File: src/rtl/adder_arbiter.sv
// Two-requester front end for one shared external 32-bit adder: round-robin grant,
// registered operands, settle wait, held response. Optional rsp_ovf via ADDER_ARB_OVF_EN.
module adder_arbiter #(
  parameter int unsigned SETTLE_CYC = 2
) (
  input  logic        clk,
  input  logic        rst_n,

  input  logic        req0_valid,
  output logic        req0_ready,
  input  logic [31:0] req0_a,
  input  logic [31:0] req0_b,
  input  logic        req0_sub,

  input  logic        req1_valid,
  output logic        req1_ready,
  input  logic [31:0] req1_a,
  input  logic [31:0] req1_b,
  input  logic        req1_sub,

  output logic        rsp0_valid,
  input  logic        rsp0_ready,
  output logic        rsp1_valid,
  input  logic        rsp1_ready,
  output logic [31:0] rsp_sum,
  output logic        rsp_cout,
`ifdef ADDER_ARB_OVF_EN
  output logic        rsp_ovf,
`endif

  output logic [31:0] add_a,
  output logic [31:0] add_b,
  output logic        add_cin,
  input  logic [31:0] add_sum,
  input  logic        add_cout
);

  typedef enum logic [1:0] {
    IDLE,
    SETTLE,
    RESP
  } state_t;

  localparam logic [3:0] CNT_INIT = 4'(SETTLE_CYC - 1);

  state_t      state;
  logic [3:0]  cnt;
  logic        last_grant;
  logic        grant;

  logic        pick;
  logic        take;
  logic [31:0] sel_a;
  logic [31:0] sel_b;
  logic        sel_sub;
  logic        rsp_release;

  // Contention goes to whoever did not win last; a lone requester always wins.
  assign pick = (req0_valid && req1_valid) ? ~last_grant : ~req0_valid;

  // Ready is gated by rst_n so nothing can be accepted while reset is held.
  assign req0_ready = rst_n && (state == IDLE) && req0_valid && !pick;
  assign req1_ready = rst_n && (state == IDLE) && req1_valid &&  pick;
  assign take       = req0_ready || req1_ready;

  assign sel_a       = pick  ? req1_a   : req0_a;
  assign sel_b       = pick  ? req1_b   : req0_b;
  assign sel_sub     = pick  ? req1_sub : req0_sub;
  assign rsp_release = grant ? rsp1_ready : rsp0_ready;

`ifdef ADDER_ARB_OVF_EN
  logic ovf_next;
  // add_b already carries the inverted subtrahend, so one sign rule covers add and sub.
  assign ovf_next = (add_a[31] == add_b[31]) && (add_sum[31] != add_a[31]);
`endif

  // NOTE: state registers use non-blocking assignments so every flop samples pre-edge values.
  // NOTE: every register here, including the datapath, is reset so an aborted operation leaves no trace.
  always_ff @(posedge clk or negedge rst_n) begin
    if (!rst_n) begin
      state      <= IDLE;
      cnt        <= '0;
      last_grant <= 1'b1;
      grant      <= 1'b0;
      add_a      <= '0;
      add_b      <= '0;
      add_cin    <= 1'b0;
      rsp_sum    <= '0;
      rsp_cout   <= 1'b0;
      rsp0_valid <= 1'b0;
      rsp1_valid <= 1'b0;
`ifdef ADDER_ARB_OVF_EN
      rsp_ovf    <= 1'b0;
`endif
    end else begin
      case (state)
        IDLE: begin
          if (take) begin
            add_a   <= sel_a;
            add_b   <= sel_sub ? ~sel_b : sel_b;
            add_cin <= sel_sub;
            cnt     <= CNT_INIT;
            grant   <= pick;
            state   <= SETTLE;
          end
        end

        SETTLE: begin
          if (cnt == 4'd0) begin
            rsp_sum    <= add_sum;
            rsp_cout   <= add_cout;
`ifdef ADDER_ARB_OVF_EN
            rsp_ovf    <= ovf_next;
`endif
            rsp0_valid <= ~grant;
            rsp1_valid <=  grant;
            state      <= RESP;
          end else begin
            cnt <= cnt - 4'd1;
          end
        end

        RESP: begin
          // The round-robin pointer moves only once the result has been consumed.
          if (rsp_release) begin
            rsp0_valid <= 1'b0;
            rsp1_valid <= 1'b0;
            last_grant <= grant;
            state      <= IDLE;
          end
        end

        default: state <= IDLE;
      endcase
    end
  end

  a_rsp_onehot : assert property (@(posedge clk) disable iff (!rst_n)
    !(rsp0_valid && rsp1_valid));

  a_ready_idle_only : assert property (@(posedge clk) disable iff (!rst_n)
    (state != IDLE) |-> !(req0_ready || req1_ready));

endmodule

File: config.mk
export PLATFORM = sky130hd
export DESIGN_NAME = adder_arbiter
export DESIGN_NICKNAME = d
export VERILOG_FILES = /design/src/rtl/adder_arbiter.sv
export SDC_FILE = /design/constraint.sdc
export NUM_CORES = 1
export LEC_CHECK = 0
export ABC_AREA = 1
export CAP_MARGIN = 30
export CORE_MARGIN = 2
export CORE_UTILIZATION = 55
export DETAILED_ROUTE_END_ITERATION = 8
export DONT_BUFFER_PORTS = 1
export GPL_TIMING_DRIVEN = 0
export PLACE_DENSITY = 0.81
export RECOVER_POWER = 50
export SLEW_MARGIN = 20
export SYNTH_ARGS = -nofsm -noshare
export SYNTH_HDL_FRONTEND = slang
export SYNTH_SLANG_ARGS = --single-unit
File: constraint.sdc
create_clock -name clk -period 2.97 [get_ports clk]
set_input_delay 0.594 -clock clk [delete_from_list [all_inputs] [get_ports clk]]
set_output_delay 0.594 -clock clk [all_outputs]
set_load 0.02 [all_outputs]
==> impl_metrics.env, run 1 <==
export IMPL_slew_viol_final=0
export IMPL_p_leak_uw=0.00376
export IMPL_fp_dieArea_um2=11900
export IMPL_slowest_delay_ps=430
export IMPL_via_per_inst=5.33
export IMPL_htree_num_levels=3
export IMPL_die_y_um=109
export IMPL_gr_total_overflow=0
export IMPL_ant_nets=0
export IMPL_post_drt_wl_per_cell_um=16.4
export IMPL_netlist_instances=888
export IMPL_num_antenna_cells=0
export IMPL_ios=271
export IMPL_worst_skew_pair_late_latency_ps=380
export IMPL_violations="hold timing"
export IMPL_clkPwrFrac_pct=14.1
export IMPL_drtPass1Iterations=7
export IMPL_io_buffers=0
export IMPL_routed_via_count=5567
export IMPL_final_hold_viol_count=107
export IMPL_dp_slack_ps=601
export IMPL_r2r_end="add_b[28]"
export IMPL_remaining_drc_errors=0
export IMPL_most_common_layout_cells="nand2_1 (369), inv_1 (128), dfrtp_1 (107), nand3_1 (93), o21ai_0 (76)"
export IMPL_max_freq_mhz=372
export IMPL_numCtsBuffers=9
export IMPL_clk_root_buffer_cell="clkbuf_8"
export IMPL_path_cells="nor3b_1 > o21ai_4 > buf_6 > buf_2 > a21oi_1"
export IMPL_antenna_found_initial=0
export IMPL_r2r_start="last_grant"
export IMPL_grt_usage_pct=28.1
export IMPL_fin_setup_tns_ps=0
export IMPL_reg2reg_slack_ps=1220
export IMPL_rsz0062_at_grt="false"
export IMPL_timing_critical_path_slowest_stage_cell="dfrtp_1"
export IMPL_pwr_share_comb_pct=29.3
export IMPL_clk_pin_slew_ps=110
export IMPL_critPathArrivalTime_ps=2100
export IMPL_endpoint="req1_ready"
export IMPL_synth_seq_area_share_pct=44.3
export IMPL_top_layer_used="met4"
export IMPL_syn_cell_area_um2=6100
export IMPL_syn_nets=1058
export IMPL_period_minus_slack_ps=2690
export IMPL_dr_wl_met2_um=8210
export IMPL_final_common_cell="nand2_1"
export IMPL_die_w_um=109
export IMPL_worstHoldPathType="in2async"
export IMPL_yosysUniqueCellTypes=23
export IMPL_routed_wl_um=17100
export IMPL_swShare_pct=49.6
export IMPL_clock_sinks=108
export IMPL_max_cap_violations=0
export IMPL_fin_nets=1069
export IMPL_setup_viol=0
export IMPL_final_setup_skew_ps=17.3
export IMPL_grt_max_degree=110
export IMPL_wl_met3_um=1650
export IMPL_cp_start_kind="flip-flop"
export IMPL_wl_met1_um=7000
export IMPL_grt_pass1_vias=4985
export IMPL_postCtsSetupRepairBufs=0
export IMPL_fin_ws_ps=281
export IMPL_holdWs_ps=-107
export IMPL_status="complete, but fails checks"
export IMPL_cts_tree="yes"
export IMPL_total_power_uw=6350
export IMPL_end_kind="primary output"
export IMPL_path_class="reg2out"
export IMPL_cp_startpoint="state[0]"
export IMPL_cp_data_required_time_ps=2380
export IMPL_start_util_pct=56.3
export IMPL_cp_max_fo=10
export IMPL_core_area_um2=10800
export IMPL_netSwitchingPower_uw=3150
export IMPL_worst_pin_slew_ps=618
export IMPL_dp_hpwl_um=12400
export IMPL_power_density_nw_per_um2=985
export IMPL_gp_congestion=0.875
export IMPL_drive_gt1_share_pct=7.19
export IMPL_drt_initial_drc_count=376
export IMPL_grt_first_pass_wirelength_um=25800
export IMPL_avgSynthCellArea_um2=6.87
export IMPL_yosys_warnings=0
export IMPL_clockBufferDepth=2
export IMPL_rows=38
export IMPL_peakVddDrop_uv=474
export IMPL_syn2layout_area_growth_pct=5.81
export IMPL_r2r_cells=8
export IMPL_period_share_pct=90.6
export IMPL_seq_power_share_pct=56.6
export IMPL_relSlewSlack_pct=58.8
export IMPL_intPower_uw=3210
export IMPL_synth_seq_cells=108
-- Yosys cell counts, drive strengths merged --
library cell	instances	area, µm²
nor2	9	33.8
o21ai	103	527
dfstp	1	26.3
dfrtp	107	2680
nand2	372	1400
nand3	94	475
nand3b	10	75.1
nor3b	1	12.5
inv	129	484
buf	44	297
nand4	1	6.26
o31ai	1	7.51
clkbuf	12	45.0
ha	1	12.5
a21oi	3	15.0
-- routing by layer --
metal  GRT usage [%]  vias to the layer above
met5               0                        -
met4            9.49                        0
met3            7.23                       23
met2            46.2                      262
met1            36.3                     2537
li1                -                     2745
-- area by class of cell --
class / count / area [µm²]
plain buffers: 56 / 334
clock buffers: 9 / 124
clock inverters: 7 / 67.6
fillers: 1048 / 4390
inverters: 129 / 484
multi-input cells: 595 / 2560
flip-flops and latches: 108 / 2700
well taps: 140 / 175
-- worst max-delay path, delay by kind of cell, from the launching register on --
family                 cells  cell delay (ps)
AOI/OAI and AO/OA          2              560
buffers and inverters      2              370
DFF                        1              430
and+or+nand+nor            1              370
-- per-stage QoR --
step	utilization [%]	hold WS [ps]	area, µm²	instances
finish	59.5	-107	6450	1044
global route	59.5	-131	6450	1044
CTS	59.6	-123	6460	1044
detailed placement	57.9	301	6270	1028
global placement	57.9	301	6270	1028
floorplan	-	298	6100	888
-- flip-flops by register name, summed over array words and instances, names as in the netlist --
name        cells
grant           1
cnt             4
last_grant      1
state           2
add_cin         1
rsp1_valid      1
rsp_cout        1
rsp0_valid      1
add_a          32
rsp_sum        32
add_b          32
-- what timing repair did --
item | 4_1_cts | 5_1_grt
endpoints found under the hold margin | 107 | 107
resized for setup | 0 | 0
endpoints found under the setup margin | 0 | 0
-- cells by family (layout without fill, tap and decap cells) --
kind of cell	after synthesis	count (layout)	synth area share, %
DFF	108	108	44.3
and+or+nand+nor	487	487	32.9
adders and majority gates	1	1	0.205
buffers and inverters	185	201	13.5
AOI/OAI and AO/OA	107	107	9.01
-- worst min path at each step --
| stage | startpoint | to |
|---|---|---|
| 6_report | rst_n | add_b[25] |
| 5_1_grt | rst_n | add_a[23] |
| 4_1_cts | rst_n | rsp_sum[20] |
| 3_5_place_dp | rst_n | add_b[25] |
| 3_3_place_gp | rst_n | add_b[25] |
| 2_1_floorplan | rst_n | add_a[0] |
-- power groups by stage --
stage                     Sequential [µW]  Combinational, µW  Clock [µW]
after floorplan                      3430               1460           0
after global placement               3620               1800           0
after detailed placement             3630               1880           0
after CTS                            3610               1880         907
after global routing                 3680               2190         969
final                                3600               1860         894
(Power assumes the default switching activity.)
==> inputs of run 2 (changes only) <==
Settings changed: ABC_CLOCK_PERIOD_IN_PS from default to 2500, CTS_CLUSTER_SIZE from default to 24.
Clock period 2.97 ns to 2.5 ns, I/O delays scaled along.
==> run 2 against run 1 <==
The flow still finishes with violations (hold timing). Critical path type unchanged. Combinational power increased by 19%. Highest routed layer unchanged. Largest cell class unchanged. Die area unchanged. Final area increased by 0.23%.
==> impl_metrics.env, run 2 (same netlist as run 1, synthesis figures left out) <==
export IMPL_core_area_um2=10800
export IMPL_r2r_end="add_b[28]"
export IMPL_grt_first_pass_wirelength_um=25800
export IMPL_violations="hold timing"
export IMPL_top_regs="add_a: 32 flops, add_b: 32 flops, rsp_sum: 32 flops"
export IMPL_fin_nets=1069
export IMPL_holdWs_ps=-202
export IMPL_slew_viol_final=0
export IMPL_max_freq_mhz=424
export IMPL_n_fill_cell=1045
export IMPL_cp_data_required_time_ps=2000
export IMPL_most_common_layout_cells="nand2_1 (369), inv_1 (128), dfrtp_1 (107), nand3_1 (93), o21ai_0 (76)"
export IMPL_htree_num_levels=3
export IMPL_fin_ws_ps=143
export IMPL_critPathArrivalTime_ps=1860
export IMPL_drtPass1Iterations=5
export IMPL_status="complete, but fails checks"
export IMPL_peakVddDrop_uv=564
export IMPL_relSlewSlack_pct=58.7
export IMPL_num_antenna_cells=0
export IMPL_die_w_um=109
export IMPL_cp_start_kind="flip-flop"
export IMPL_final_hold_viol_count=107
export IMPL_grt_pass1_vias=4985
export IMPL_timing_critical_path_slowest_stage_cell="dfrtp_1"
export IMPL_rows=38
export IMPL_final_setup_skew_ps=17.6
export IMPL_critical_path_top_delay_family="flip-flops"
export IMPL_place_area_um2=6270
export IMPL_io_buffers=0
export IMPL_clockBufferDepth=2
export IMPL_period_minus_slack_ps=2360
export IMPL_fin_area_um2=6470
export IMPL_clock_sinks=108
export IMPL_reg2reg_slack_ps=750
export IMPL_grt_usage_pct=28.1
export IMPL_clk_pin_slew_ps=110
export IMPL_worst_skew_pair_late_latency_ps=390
export IMPL_path_cells="nor3b_2 > o21ai_4 > buf_6 > buf_2 > a21oi_2"
export IMPL_cp_max_fo=10
export IMPL_syn2layout_area_growth_pct=6.05
export IMPL_placedCellCount=1028
export IMPL_die_y_um=109
export IMPL_r2r_start="last_grant"
export IMPL_power_density_nw_per_um2=1170
export IMPL_end_kind="primary output"
export IMPL_ios=271
export IMPL_gr_total_overflow=0
export IMPL_worst_pin_slew_ps=620
export IMPL_worstHoldPathType="in2async"
export IMPL_final_common_cell="nand2_1"
export IMPL_antenna_found_initial=0
export IMPL_slowest_delay_ps=440
export IMPL_grt_max_degree=110
export IMPL_clk_root_buffer_cell="clkbuf_8"
export IMPL_drive_gt1_share_pct=7.41
export IMPL_period_share_pct=94.3
export IMPL_ant_nets=0
export IMPL_post_drt_wl_per_cell_um=16.4
export IMPL_via_per_inst=5.35
export IMPL_postCtsSetupRepairBufs=0
export IMPL_r2r_cells=8
export IMPL_gp_congestion=0.875
export IMPL_p_leak_uw=0.00376
export IMPL_dp_hpwl_um=12400
export IMPL_fp_dieArea_um2=11900
export IMPL_drt_initial_drc_count=376
export IMPL_layoutNonFillerInstCount=1044
export IMPL_routed_wl_um=17100
export IMPL_numCtsBuffers=9
export IMPL_remaining_drc_errors=0
export IMPL_crit_buf_inv=2
export IMPL_dp_slack_ps=319
export IMPL_start_util_pct=56.3
export IMPL_max_cap_violations=0
export IMPL_fin_setup_tns_ps=0
export IMPL_routed_via_count=5588
export IMPL_rsz0062_at_grt="false"
export IMPL_path_class="reg2out"
export IMPL_cts_tree="yes"
export IMPL_setup_viol=0
==> run 2: what timing repair did <==
| action | CTS | global route |
|---|---|---|
| gates resized for setup | 1 | 0 |
| hold endpoints to repair | 108 | 108 |
| endpoints found under the setup margin | 1 | 0 |
==> run 2: metrics by stage <==
stage | utilization, % | hold WS, ps | total power, µW
final | 59.7 | -202 | 7560
after global routing | 59.7 | -225 | 8150
after CTS | 59.7 | -217 | 7600
after detailed placement | 57.9 | 207 | 6550
after global placement | 57.9 | 207 | 6440
after floorplan | - | 204 | 5820
==> run 2: power by group <==
group | internal [µW] | switching [µW] | total (µW)
Combinational | 815 | 1410 | 2220
Clock | 390 | 673 | 1060
Sequential | 2610 | 1670 | 4280
==> run 2: worst reg2reg max path, cell delays in order (launching register included) <==
cell and delay (ps):
dfstp_2 550, inv_1 50, nand2_2 90, clkbuf_1 500, nand3_1 170, nand2_1 120, nand2_1 50, nand3_1 90
nand2_1 50
==> run 2: cell type report <==
class | instances | area, µm² | area share [%]
Buffer | 56 | 340 | 5.26
Inverter | 129 | 484 | 7.49
Sequential cell | 108 | 2700 | 41.8
Clock buffer | 9 | 124 | 1.92
Multi-Input combinational cell | 595 | 2570 | 39.8
Clock inverter | 7 | 67.6 | 1.04
Tap cell | 140 | 175 | 2.71
==> run 2: how the worst max path moves through the flow <==
stage	slack, ps	cells after the start	end	from
2_1_floorplan	540	5	req1_ready	rst_n
4_1_cts	110	5	req1_ready	state[0]
6_report	140	5	req1_ready	state[0]
5_1_grt	60	5	req1_ready	state[0]
3_3_place_gp	300	5	req1_ready	rst_n
3_5_place_dp	320	5	req1_ready	rst_n
==> run 2: routing by layer <==
layer  GRT usage [%]  up-vias  share of wire, %
met5               0        -                 0
met4            9.49        0               1.6
met3            7.23       23               9.7
met2            46.2      254                48
met1            36.3     2566                40
li1                -     2745                 -
